**src/rtl/line_buffer_ctrl_if.sv**
```systemverilog
// Pixel stream, line-buffer bank and window-word signals of line_buffer_ctrl.
// slave is the controller's view; master is the surrounding datapath's view.
interface line_buffer_ctrl_if #(
   parameter int unsigned NUM_LINES   = 4,
   parameter int unsigned KERNEL_ROWS = 3
);
   localparam int unsigned PIX_W = 8;
   localparam int unsigned TAP_W = 3 * PIX_W;

   logic                         i_valid;
   logic [PIX_W-1:0]             i_data;
   logic                         o_ready;
   logic [NUM_LINES-1:0]         o_lb_wr_valid;
   logic [PIX_W-1:0]             o_lb_wr_data;
   logic [NUM_LINES-1:0]         o_lb_rd_en;
   logic [TAP_W*NUM_LINES-1:0]   i_lb_rd_data;
   logic                         o_valid;
   logic [TAP_W*KERNEL_ROWS-1:0] o_data;
   logic                         i_ready;
   logic                         o_intr;

   modport slave (
      input  i_valid, i_data, i_lb_rd_data, i_ready,
      output o_ready, o_lb_wr_valid, o_lb_wr_data, o_lb_rd_en, o_valid, o_data, o_intr
   );

   modport master (
      output i_valid, i_data, i_lb_rd_data, i_ready,
      input  o_ready, o_lb_wr_valid, o_lb_wr_data, o_lb_rd_en, o_valid, o_data, o_intr
   );
endinterface

```
**src/rtl/line_buffer_ctrl.sv**
```systemverilog
// Round-robin write steering and lock-step KERNEL_ROWS read sequencing
// over a bank of single-line buffers feeding a sliding-window filter.
module line_buffer_ctrl #(
   parameter int unsigned LINE_WIDTH  = 512,
   parameter int unsigned NUM_LINES   = 4,
   parameter int unsigned KERNEL_ROWS = 3
) (
   input logic                i_clk,
   input logic                i_reset,
   line_buffer_ctrl_if.slave  bus
);
   localparam int unsigned TAP_W = 24;
   localparam int unsigned CW    = (LINE_WIDTH > 1) ? $clog2(LINE_WIDTH) : 1;
   localparam int unsigned SW    = (NUM_LINES > 1) ? $clog2(NUM_LINES) : 1;
   localparam int unsigned FW    = $clog2(NUM_LINES + 1);

   typedef enum logic {ST_IDLE, ST_READ} state_e;

   state_e          state_q, state_d;
   logic [CW-1:0]   wr_cnt_q, wr_cnt_d;
   logic [CW-1:0]   rd_cnt_q, rd_cnt_d;
   logic [SW-1:0]   wr_sel_q, wr_sel_d;
   logic [SW-1:0]   rd_sel_q, rd_sel_d;
   logic [FW-1:0]   lines_full_q, lines_full_d;
   logic            intr_q, intr_d;

   logic            accept_c, handshake_c, wr_done_c, release_c;
   logic [TAP_W-1:0] rd_slice [NUM_LINES];

   function automatic logic [SW-1:0] sel_inc(input logic [SW-1:0] sel);
      return (sel == SW'(NUM_LINES - 1)) ? '0 : sel + SW'(1);
   endfunction

   for (genvar k = 0; k < NUM_LINES; k++) begin : g_slice
      assign rd_slice[k] = bus.i_lb_rd_data[TAP_W*k +: TAP_W];
   end

   // Handshake qualifiers and line-boundary events
   always_comb begin
      bus.o_ready  = !i_reset && (lines_full_q < FW'(NUM_LINES));
      bus.o_valid  = !i_reset && (state_q == ST_READ);
      accept_c     = bus.i_valid && bus.o_ready;
      handshake_c  = bus.o_valid && bus.i_ready;
      wr_done_c    = accept_c && (wr_cnt_q == CW'(LINE_WIDTH - 1));
      release_c    = handshake_c && (rd_cnt_q == CW'(LINE_WIDTH - 1));
   end

   always_comb begin
      bus.o_lb_wr_valid = '0;
      bus.o_lb_wr_data  = bus.i_data;
      if (accept_c) begin
         bus.o_lb_wr_valid[wr_sel_q] = 1'b1;
      end
   end

   // Window row r comes from buffer (rd_sel + r) mod NUM_LINES
   always_comb begin
      logic [SW-1:0] idx;
      idx            = '0;
      bus.o_data     = '0;
      bus.o_lb_rd_en = '0;
      for (int unsigned r = 0; r < KERNEL_ROWS; r++) begin
         idx = SW'((32'(rd_sel_q) + r) % NUM_LINES);
         if (bus.o_valid) begin
            bus.o_data[TAP_W*r +: TAP_W] = rd_slice[idx];
         end
         if (handshake_c) begin
            bus.o_lb_rd_en[idx] = 1'b1;
         end
      end
   end

   assign bus.o_intr = intr_q;

   always_comb begin
      state_d      = state_q;
      wr_cnt_d     = wr_cnt_q;
      wr_sel_d     = wr_sel_q;
      rd_cnt_d     = rd_cnt_q;
      rd_sel_d     = rd_sel_q;
      lines_full_d = lines_full_q;
      intr_d       = release_c;

      if (accept_c) begin
         if (wr_done_c) begin
            wr_cnt_d = '0;
            wr_sel_d = sel_inc(wr_sel_q);
         end else begin
            wr_cnt_d = wr_cnt_q + CW'(1);
         end
      end

      if (handshake_c) begin
         if (release_c) begin
            rd_cnt_d = '0;
            rd_sel_d = sel_inc(rd_sel_q);
         end else begin
            rd_cnt_d = rd_cnt_q + CW'(1);
         end
      end

      // Simultaneous fill and release leave the occupancy unchanged
      if (wr_done_c && !release_c) begin
         lines_full_d = lines_full_q + FW'(1);
      end else if (release_c && !wr_done_c) begin
         lines_full_d = lines_full_q - FW'(1);
      end

      unique case (state_q)
         ST_IDLE: if (lines_full_q >= FW'(KERNEL_ROWS)) state_d = ST_READ;
         ST_READ: if (release_c) state_d = ST_IDLE;
         default: state_d = ST_IDLE;
      endcase
   end

   always_ff @(posedge i_clk) begin
      if (i_reset) begin
         state_q      <= ST_IDLE;
         wr_cnt_q     <= '0;
         wr_sel_q     <= '0;
         rd_cnt_q     <= '0;
         rd_sel_q     <= '0;
         lines_full_q <= '0;
         intr_q       <= 1'b0;
      end else begin
         state_q      <= state_d;
         wr_cnt_q     <= wr_cnt_d;
         wr_sel_q     <= wr_sel_d;
         rd_cnt_q     <= rd_cnt_d;
         rd_sel_q     <= rd_sel_d;
         lines_full_q <= lines_full_d;
         intr_q       <= intr_d;
      end
   end
endmodule

```
**src/flat_wrapper.sv**
```systemverilog
// flat-port wrapper written by rule: the top's interface ports become plain ports
module line_buffer_ctrl_flat 
#(
   parameter int unsigned LINE_WIDTH  = 512,
   parameter int unsigned NUM_LINES   = 4,
   parameter int unsigned KERNEL_ROWS = 3
)
  (i_clk, i_reset, bus_i_valid, bus_i_data, bus_i_lb_rd_data, bus_i_ready, bus_o_ready, bus_o_lb_wr_valid, bus_o_lb_wr_data, bus_o_lb_rd_en, bus_o_valid, bus_o_data, bus_o_intr);
  line_buffer_ctrl_if #(.NUM_LINES(NUM_LINES), .KERNEL_ROWS(KERNEL_ROWS)) bus_i ();
  input logic i_clk;
  input logic i_reset;
  input wire logic [$bits(bus_i.i_valid)-1:0] bus_i_valid;
  input wire logic [$bits(bus_i.i_data)-1:0] bus_i_data;
  input wire logic [$bits(bus_i.i_lb_rd_data)-1:0] bus_i_lb_rd_data;
  input wire logic [$bits(bus_i.i_ready)-1:0] bus_i_ready;
  output wire logic [$bits(bus_i.o_ready)-1:0] bus_o_ready;
  output wire logic [$bits(bus_i.o_lb_wr_valid)-1:0] bus_o_lb_wr_valid;
  output wire logic [$bits(bus_i.o_lb_wr_data)-1:0] bus_o_lb_wr_data;
  output wire logic [$bits(bus_i.o_lb_rd_en)-1:0] bus_o_lb_rd_en;
  output wire logic [$bits(bus_i.o_valid)-1:0] bus_o_valid;
  output wire logic [$bits(bus_i.o_data)-1:0] bus_o_data;
  output wire logic [$bits(bus_i.o_intr)-1:0] bus_o_intr;
  assign bus_i.i_valid = bus_i_valid;
  assign bus_i.i_data = bus_i_data;
  assign bus_i.i_lb_rd_data = bus_i_lb_rd_data;
  assign bus_i.i_ready = bus_i_ready;
  assign bus_o_ready = bus_i.o_ready;
  assign bus_o_lb_wr_valid = bus_i.o_lb_wr_valid;
  assign bus_o_lb_wr_data = bus_i.o_lb_wr_data;
  assign bus_o_lb_rd_en = bus_i.o_lb_rd_en;
  assign bus_o_valid = bus_i.o_valid;
  assign bus_o_data = bus_i.o_data;
  assign bus_o_intr = bus_i.o_intr;
  line_buffer_ctrl #(.LINE_WIDTH(LINE_WIDTH), .NUM_LINES(NUM_LINES), .KERNEL_ROWS(KERNEL_ROWS)) u_core (.i_clk(i_clk), .i_reset(i_reset), .bus(bus_i));
endmodule
```
**config.mk**
```make
export PLATFORM = sky130hd
export DESIGN_NAME = line_buffer_ctrl_flat
export DESIGN_NICKNAME = d
export VERILOG_FILES = /design/src/rtl/line_buffer_ctrl_if.sv /design/src/rtl/line_buffer_ctrl.sv /design/src/flat_wrapper.sv
export SDC_FILE = /design/constraint.sdc
export NUM_CORES = 1
export LEC_CHECK = 0
export BUFFER_PORTS_ARGS = -buffer_cell sky130_fd_sc_hd__buf_4
export CORE_MARGIN = 4
export CORE_UTILIZATION = 50
export DETAILED_ROUTE_END_ITERATION = 8
export GPL_ROUTABILITY_DRIVEN = 0
export HOLD_SLACK_MARGIN = 0.1
export PLACE_DENSITY = 0.94
export SLEW_MARGIN = 10
export SYNTH_ARGS = -nofsm -noshare
export SYNTH_HDL_FRONTEND = slang
export SYNTH_SLANG_ARGS = --single-unit
export TNS_END_PERCENT = 10
```
**constraint.sdc**
```tcl
create_clock -name i_clk -period 4.9 [get_ports i_clk]
set_clock_uncertainty 0.2 [all_clocks]
set_input_delay 0.245 -clock i_clk [delete_from_list [all_inputs] [get_ports i_clk]]
set_output_delay 0.245 -clock i_clk [all_outputs]
set_load 0.02 [all_outputs]
```
Word level (Yosys, flattened, before mapping)

Cells that the tools add are included.

Input port bits: 108
Register bits: 27
Output and inout port bits: 91

Add/subtract/negate cells: 8
Reduce and logical (&&, ||, !) cells: 18
Magnitude comparators: 13
Multiplexer cells: 33
Eq/ne operators: 4
Bitwise gates (word level): 6

Operator list:

| cell                  | count |
|---|---|
| $mux W24              | 9 |
| $bmux W24 S2          | 3 |
| $add A9 B1 Y9 const B | 2 |
| $eq A9 B9 Y1 const B  | 2 |
| $mux W9               | 2 |
| $mux W4               | 4 |
| $logic_and A1 B1 Y1   | 12 |
| $lt A2 B3 Y1 const B  | 4 |
| $ge A3 B3 Y1 const B  | 3 |
| $not A2 Y3            | 3 |
| $demux W1 S2          | 4 |
| $ge A2 B1 Y1 const B  | 4 |
| $or A4 B4 Y4          | 2 |
| $add A2 B1 Y2 const B | 3 |
| $mux W1               | 6 |
| $mux W3               | 2 |
| $eq A2 B2 Y1 const B  | 2 |
| $mux W2               | 2 |
| $reduce_and A2 Y1     | 2 |
| $add A3 B1 Y3 const B | 1 |
| $ge A3 B2 Y1 const B  | 1 |
| $logic_not A1 Y1      | 3 |
| $lt A3 B3 Y1 const B  | 1 |
| $sub A3 B1 Y3 const B | 1 |
| other kinds (4)       | 4 |

Logic depth before layout (Yosys ltp)

Word-level depth: 9
Gate-level depth with buffers: 12
Gate-level depth less buffers: 12

Worst setup path after synthesis

Ideal clock, no wire load.

Path kind: reg2out
Start point: reg u_core.rd_sel_q[1]
End point: out bus_o_data[28]
Data arrival time: 2.392 ns
Data required time: 4.455 ns
Cell stages (with the launch flop): 9
Path buffers: 4
Slack: 2.063 ns
Cells stage by stage: dfxtp_1 clkbuf_1 clkbuf_1 inv_1 ha_1 clkbuf_1 clkbuf_1 mux4_2 and2_1

Longest elaborated chain between the ends: 6

Ends and longest elaborated chain:

| element                                     | RTL line                | RTL |
|---|---|---|
| start, declared                             | line_buffer_ctrl.sv:23  | `logic [SW-1:0] rd_sel_q, rd_sel_d;` |
| start signal, assigned                      | line_buffer_ctrl.sv:130 | `rd_sel_q <= rd_sel_d;` |
| $add A2 B1 Y2                               | line_buffer_ctrl.sv:63  | `idx = SW'((32'(rd_sel_q) + r) % NUM_LINES);` |
| $not A2 Y3 (implied by the code)            | line_buffer_ctrl.sv:65  | `bus.o_data[TAP_W*r +: TAP_W] = rd_slice[idx];` |
| $bmux W24 S2                                | line_buffer_ctrl.sv:65  |  |
| $mux W24 (implied by the code) (2 in a row) | line_buffer_ctrl.sv:65  |  |
| $mux W24                                    | line_buffer_ctrl.sv:64  | `if (bus.o_valid) begin` |
| end, declared                               | flat_wrapper.sv:21      | `output wire logic [$bits(bus_i.o_data)-1:0] bus_o_data;` |

No other way between the ends. The select of a mux whose other input is x is not followed.

Worst setup path in the final report

Start point: reg u_core.rd_sel_q[0]
End point: out bus_o_data[46]

The elaborated chain is that of the path after synthesis.

==> metrics.log <==
INFO  metric run_status = complete, no violations
INFO  metric static-leakage-power = 2.07 nW
INFO  metric drcViolationCount = 0
INFO  metric maximum_number_of_pins_on_one_net_before_global_route_repair = 74
INFO  metric power.share.clock = 25.6%
INFO  metric cts_made_buffers = 3
INFO  metric synth_cells = 342
INFO  metric postLayoutSetupSlackWorst = 1.27 ns
INFO  metric seq_power_share = 44.9%
INFO  metric comb_power_share = 29.5%
INFO  metric clockRootBuffer = sky130_fd_sc_hd__clkbuf_8
INFO  metric postCtsSetupRepairBufs = 0
INFO  metric timing_worst_setup_path_type = flop to output pin
INFO  metric tritoncts = done
INFO  metric area_of_the_die = 8830 µm²
INFO  metric maxCapViolCount = 0
INFO  metric synth_cell_types = 36
INFO  metric syn_nets = 464
INFO  metric slowest_delay = 1.11 ns
INFO  metric fmax = 276 MHz
INFO  metric design.portCount = 199
INFO  metric start_util = 51.2%
INFO  metric detailed_placement_wirelength_estimate = 9190 µm
INFO  metric synth_area_per_cell = 10.8 µm²
INFO  metric nFillCells = 523
INFO  metric mostFrequentLayoutCells = sky130_fd_sc_hd__buf_4 (185), sky130_fd_sc_hd__and2_1 (76), sky130_fd_sc_hd__mux4_2 (72), sky130_fd_sc_hd__dfxtp_1 (25), sky130_fd_sc_hd__a21oi_1 (17)
INFO  metric grt_pass1_vias = 3540
INFO  metric clock-sinks = 27
INFO  metric vias = 3542
INFO  metric netlist.area_leader.share = 43.9%
INFO  metric drt_first_iter_violations = 182
INFO  metric final_period_minus_worst_setup_slack = 3.63 ns
INFO  metric worst_pin_slew = 1.15 ns
INFO  metric synth_area_leaders = sky130_fd_sc_hd__mux4_2 (44%), sky130_fd_sc_hd__dfxtp_1 (15%), sky130_fd_sc_hd__and2_1 (13%)
INFO  metric post_synthesis_cell_type_with_the_largest_combined_area = sky130_fd_sc_hd__mux4_2
INFO  metric drt-total-wl = 11600 µm
INFO  metric ctsHtreeMaxLevel = 1
INFO  metric layout.nets = 618
INFO  metric ctsLongestPathBuffers = 2
INFO  metric timing.critical_path.cells = inv_1, ha_1, mux4_2, and2_1, buf_4
INFO  metric power.density_cell_area = 96.9 nW/µm²
INFO  metric crit_slowest_cell = sky130_fd_sc_hd__ha_1
INFO  metric report.final.setup_viol = 0
INFO  metric syn-cell-area = 3690 µm²
INFO  metric core_region_area = 7210 µm²
INFO  metric drt-wirelength-per-cell = 19.6 µm
INFO  metric critical_path.n_buffers_inverters = 2
INFO  metric grt_remaining_overflow = 0
INFO  metric slew_headroom = 23.2%
INFO  metric postRouteAntennaNets = 0
INFO  metric worst-endpoint-required = 4.45 ns
INFO  metric syn2layout_area_growth = 37.1%
INFO  metric overall_die_height = 94.0 µm
INFO  metric number_of_antenna_repair_diodes = 0
INFO  metric finalHoldViolCount = 0
INFO  metric global_route.usage.total = 24.9%
INFO  metric placed_cells_incl_taps = 588
INFO  metric report.final.slew_viol_count = 0
INFO  metric crit_family = adder cells
INFO  metric synth_seq_cells = 27
INFO  metric grt_pass1_wl = 17500 µm
INFO  metric fp-row-count = 31
INFO  metric synthesis.yosys.warnings = 0
INFO  metric dieWidth = 94.0 µm
INFO  metric dr.pass1.iters = 4
INFO  metric critical_path.startpoint_type = flop
INFO  metric power.share.switching = 24.0%
INFO  metric holdCritPathClass = input port to flop
INFO  metric yosysSeqAreaShare = 14.6%
INFO  metric worstPathMaxFanout = 39
INFO  metric final-instance-count-excl-fill = 594
INFO  metric grt_antenna_before_repair = 0
INFO  metric vias_per_cell = 5.96
INFO  metric drive_gt1_share = 53.3%
INFO  metric power.ir.vdd_worst = 0.183 mV
INFO  metric mostFrequentLayoutCell = sky130_fd_sc_hd__buf_4
INFO  metric port_buffers = 182
INFO  metric timing.critical_path.arrival = 3.18 ns
INFO  metric clock_latency = 0.27 ns
INFO  metric timing.critical_path.to_type = output pin
INFO  metric stdcell_area = 5070 µm²
INFO  metric switchingPower = 0.118 mW
INFO  metric detailedPlace.worstSlack = 1.56 ns
INFO  metric clk_pin_slew = 0.09 ns
INFO  metric placedInstanceArea = 5000 µm²
INFO  metric fin_setup_tns = 0 ns
INFO  metric internal_power = 0.373 mW
INFO  metric final.period_utilization = 74.0%
INFO  metric grt_setup_unrepaired = no
-- routing by layer --
metal	global-route usage (%)	part of all wire, %
met1	28.0	36
met2	45.7	52
met5	0	0
met4	8.90	2.8
met3	5.85	9.2
-- final cells by class --
cell class              count  area [µm²]  area share [%]
well taps                  99         124            2.45
multi-input cells         266        2900            57.3
inverters                  11        41.3           0.815
flip-flops and latches     27         546            10.8
repair buffers            187        1410            27.8
clock buffers               4        45.0           0.889
-- metrics by stage --
| step | power [mW] | util [%] | hold WS, ns |
|---|---|---|---|
| finish | 0.491 | 70.2 | 0.221 |
| global route | 0.510 | 70.2 | 0.242 |
| CTS | 0.494 | 70.2 | 0.209 |
| detailed placement | 0.367 | 69.3 | 0.270 |
| global placement | 0.359 | 69.3 | 0.248 |
| floorplan | 0.291 | - | 0.216 |
-- power by group through the flow --
stage                     sequential (mW)  combinational (mW)  clock [mW]
final                               0.221               0.145       0.126
after global routing                0.221               0.154       0.135
after CTS                           0.221               0.143       0.131
after detailed placement            0.226               0.141           0
after global placement              0.226               0.133           0
after floorplan                     0.226              0.0647           0
-- cell usage after synthesis --
cell type,n
sky130_fd_sc_hd__and2_1,76
sky130_fd_sc_hd__mux4_2,72
sky130_fd_sc_hd__dfxtp_1,27
sky130_fd_sc_hd__clkbuf_1,18
sky130_fd_sc_hd__a21oi_1,17
sky130_fd_sc_hd__nor2_1,15
sky130_fd_sc_hd__buf_4,13
sky130_fd_sc_hd__ha_1,13
sky130_fd_sc_hd__nand2_1,12
sky130_fd_sc_hd__inv_1,11
sky130_fd_sc_hd__o31ai_1,8
sky130_fd_sc_hd__or4_1,8
sky130_fd_sc_hd__nand3_1,6
sky130_fd_sc_hd__buf_2,4
sky130_fd_sc_hd__mux2i_1,4
sky130_fd_sc_hd__or3_1,4
sky130_fd_sc_hd__nand3b_1,3
sky130_fd_sc_hd__nand4_1,3
sky130_fd_sc_hd__nor3_1,3
sky130_fd_sc_hd__o21ai_0,3
sky130_fd_sc_hd__xor2_1,3
sky130_fd_sc_hd__buf_6,2
sky130_fd_sc_hd__nand2b_1,2
sky130_fd_sc_hd__o21a_1,2
sky130_fd_sc_hd__xnor2_1,2
sky130_fd_sc_hd__a211oi_1,1
sky130_fd_sc_hd__a31o_2,1
sky130_fd_sc_hd__a31oi_1,1
sky130_fd_sc_hd__and3_1,1
sky130_fd_sc_hd__and3b_1,1
sky130_fd_sc_hd__and4bb_1,1
sky130_fd_sc_hd__buf_1,1
sky130_fd_sc_hd__fa_1,1
sky130_fd_sc_hd__nand4b_1,1
sky130_fd_sc_hd__nor3b_1,1
sky130_fd_sc_hd__or3b_4,1
-- worst min-delay path: stages --
cell	delay [ns]
sky130_fd_sc_hd__buf_4	0.09
sky130_fd_sc_hd__a31o_2	0.26
sky130_fd_sc_hd__a21oi_1	0.05
-- kinds of logic (layout without fill, tap and decap cells) --
kind of cell    count (synthesis)  after routing  share of synthesized area [%]
compound gates                 33             33                           5.35
mux                            76             76                           45.0
buf+inv                        49            202                           6.84
xor+xnor                        5              5                           1.19
flops                          27             27                           14.6
simple gates                  138            138                           22.1
fa+ha+maj                      14             14                           4.94
-- path summary, 6_finish.rpt --
path              cells after the start  slack (ns)                            start                             endpoint
setup / recovery                      5        1.27  u_core.rd_sel_q[0]$_SDFFE_PP0P_                       bus_o_data[46]
setup reg to reg                     11        2.11  u_core.wr_cnt_q[0]$_SDFFE_PP0P_  u_core.lines_full_q[2]$_SDFFE_PP0P_
hold / removal                        3        0.22                      bus_i_valid      u_core.wr_cnt_q[5]$_SDFFE_PP0P_
hold reg to reg                       2        0.28  u_core.rd_cnt_q[8]$_SDFFE_PP0P_      u_core.rd_cnt_q[8]$_SDFFE_PP0P_
-- repair_timing --
item	in CTS	in global routing
hold buffers	2	0
gates resized for setup	0	0
endpoints found under the hold margin	8	0
-- state kept, by name, summed over array words and instances (netlist names) --
name and cells:
u_core.wr_cnt_q 9, u_core.rd_cnt_q 9, u_core.bus.o_intr 1, u_core.state_q 1, u_core.lines_full_q 3, u_core.wr_sel_q 2
u_core.rd_sel_q 2
No activity file was read; power rests on OpenSTA's default activity.
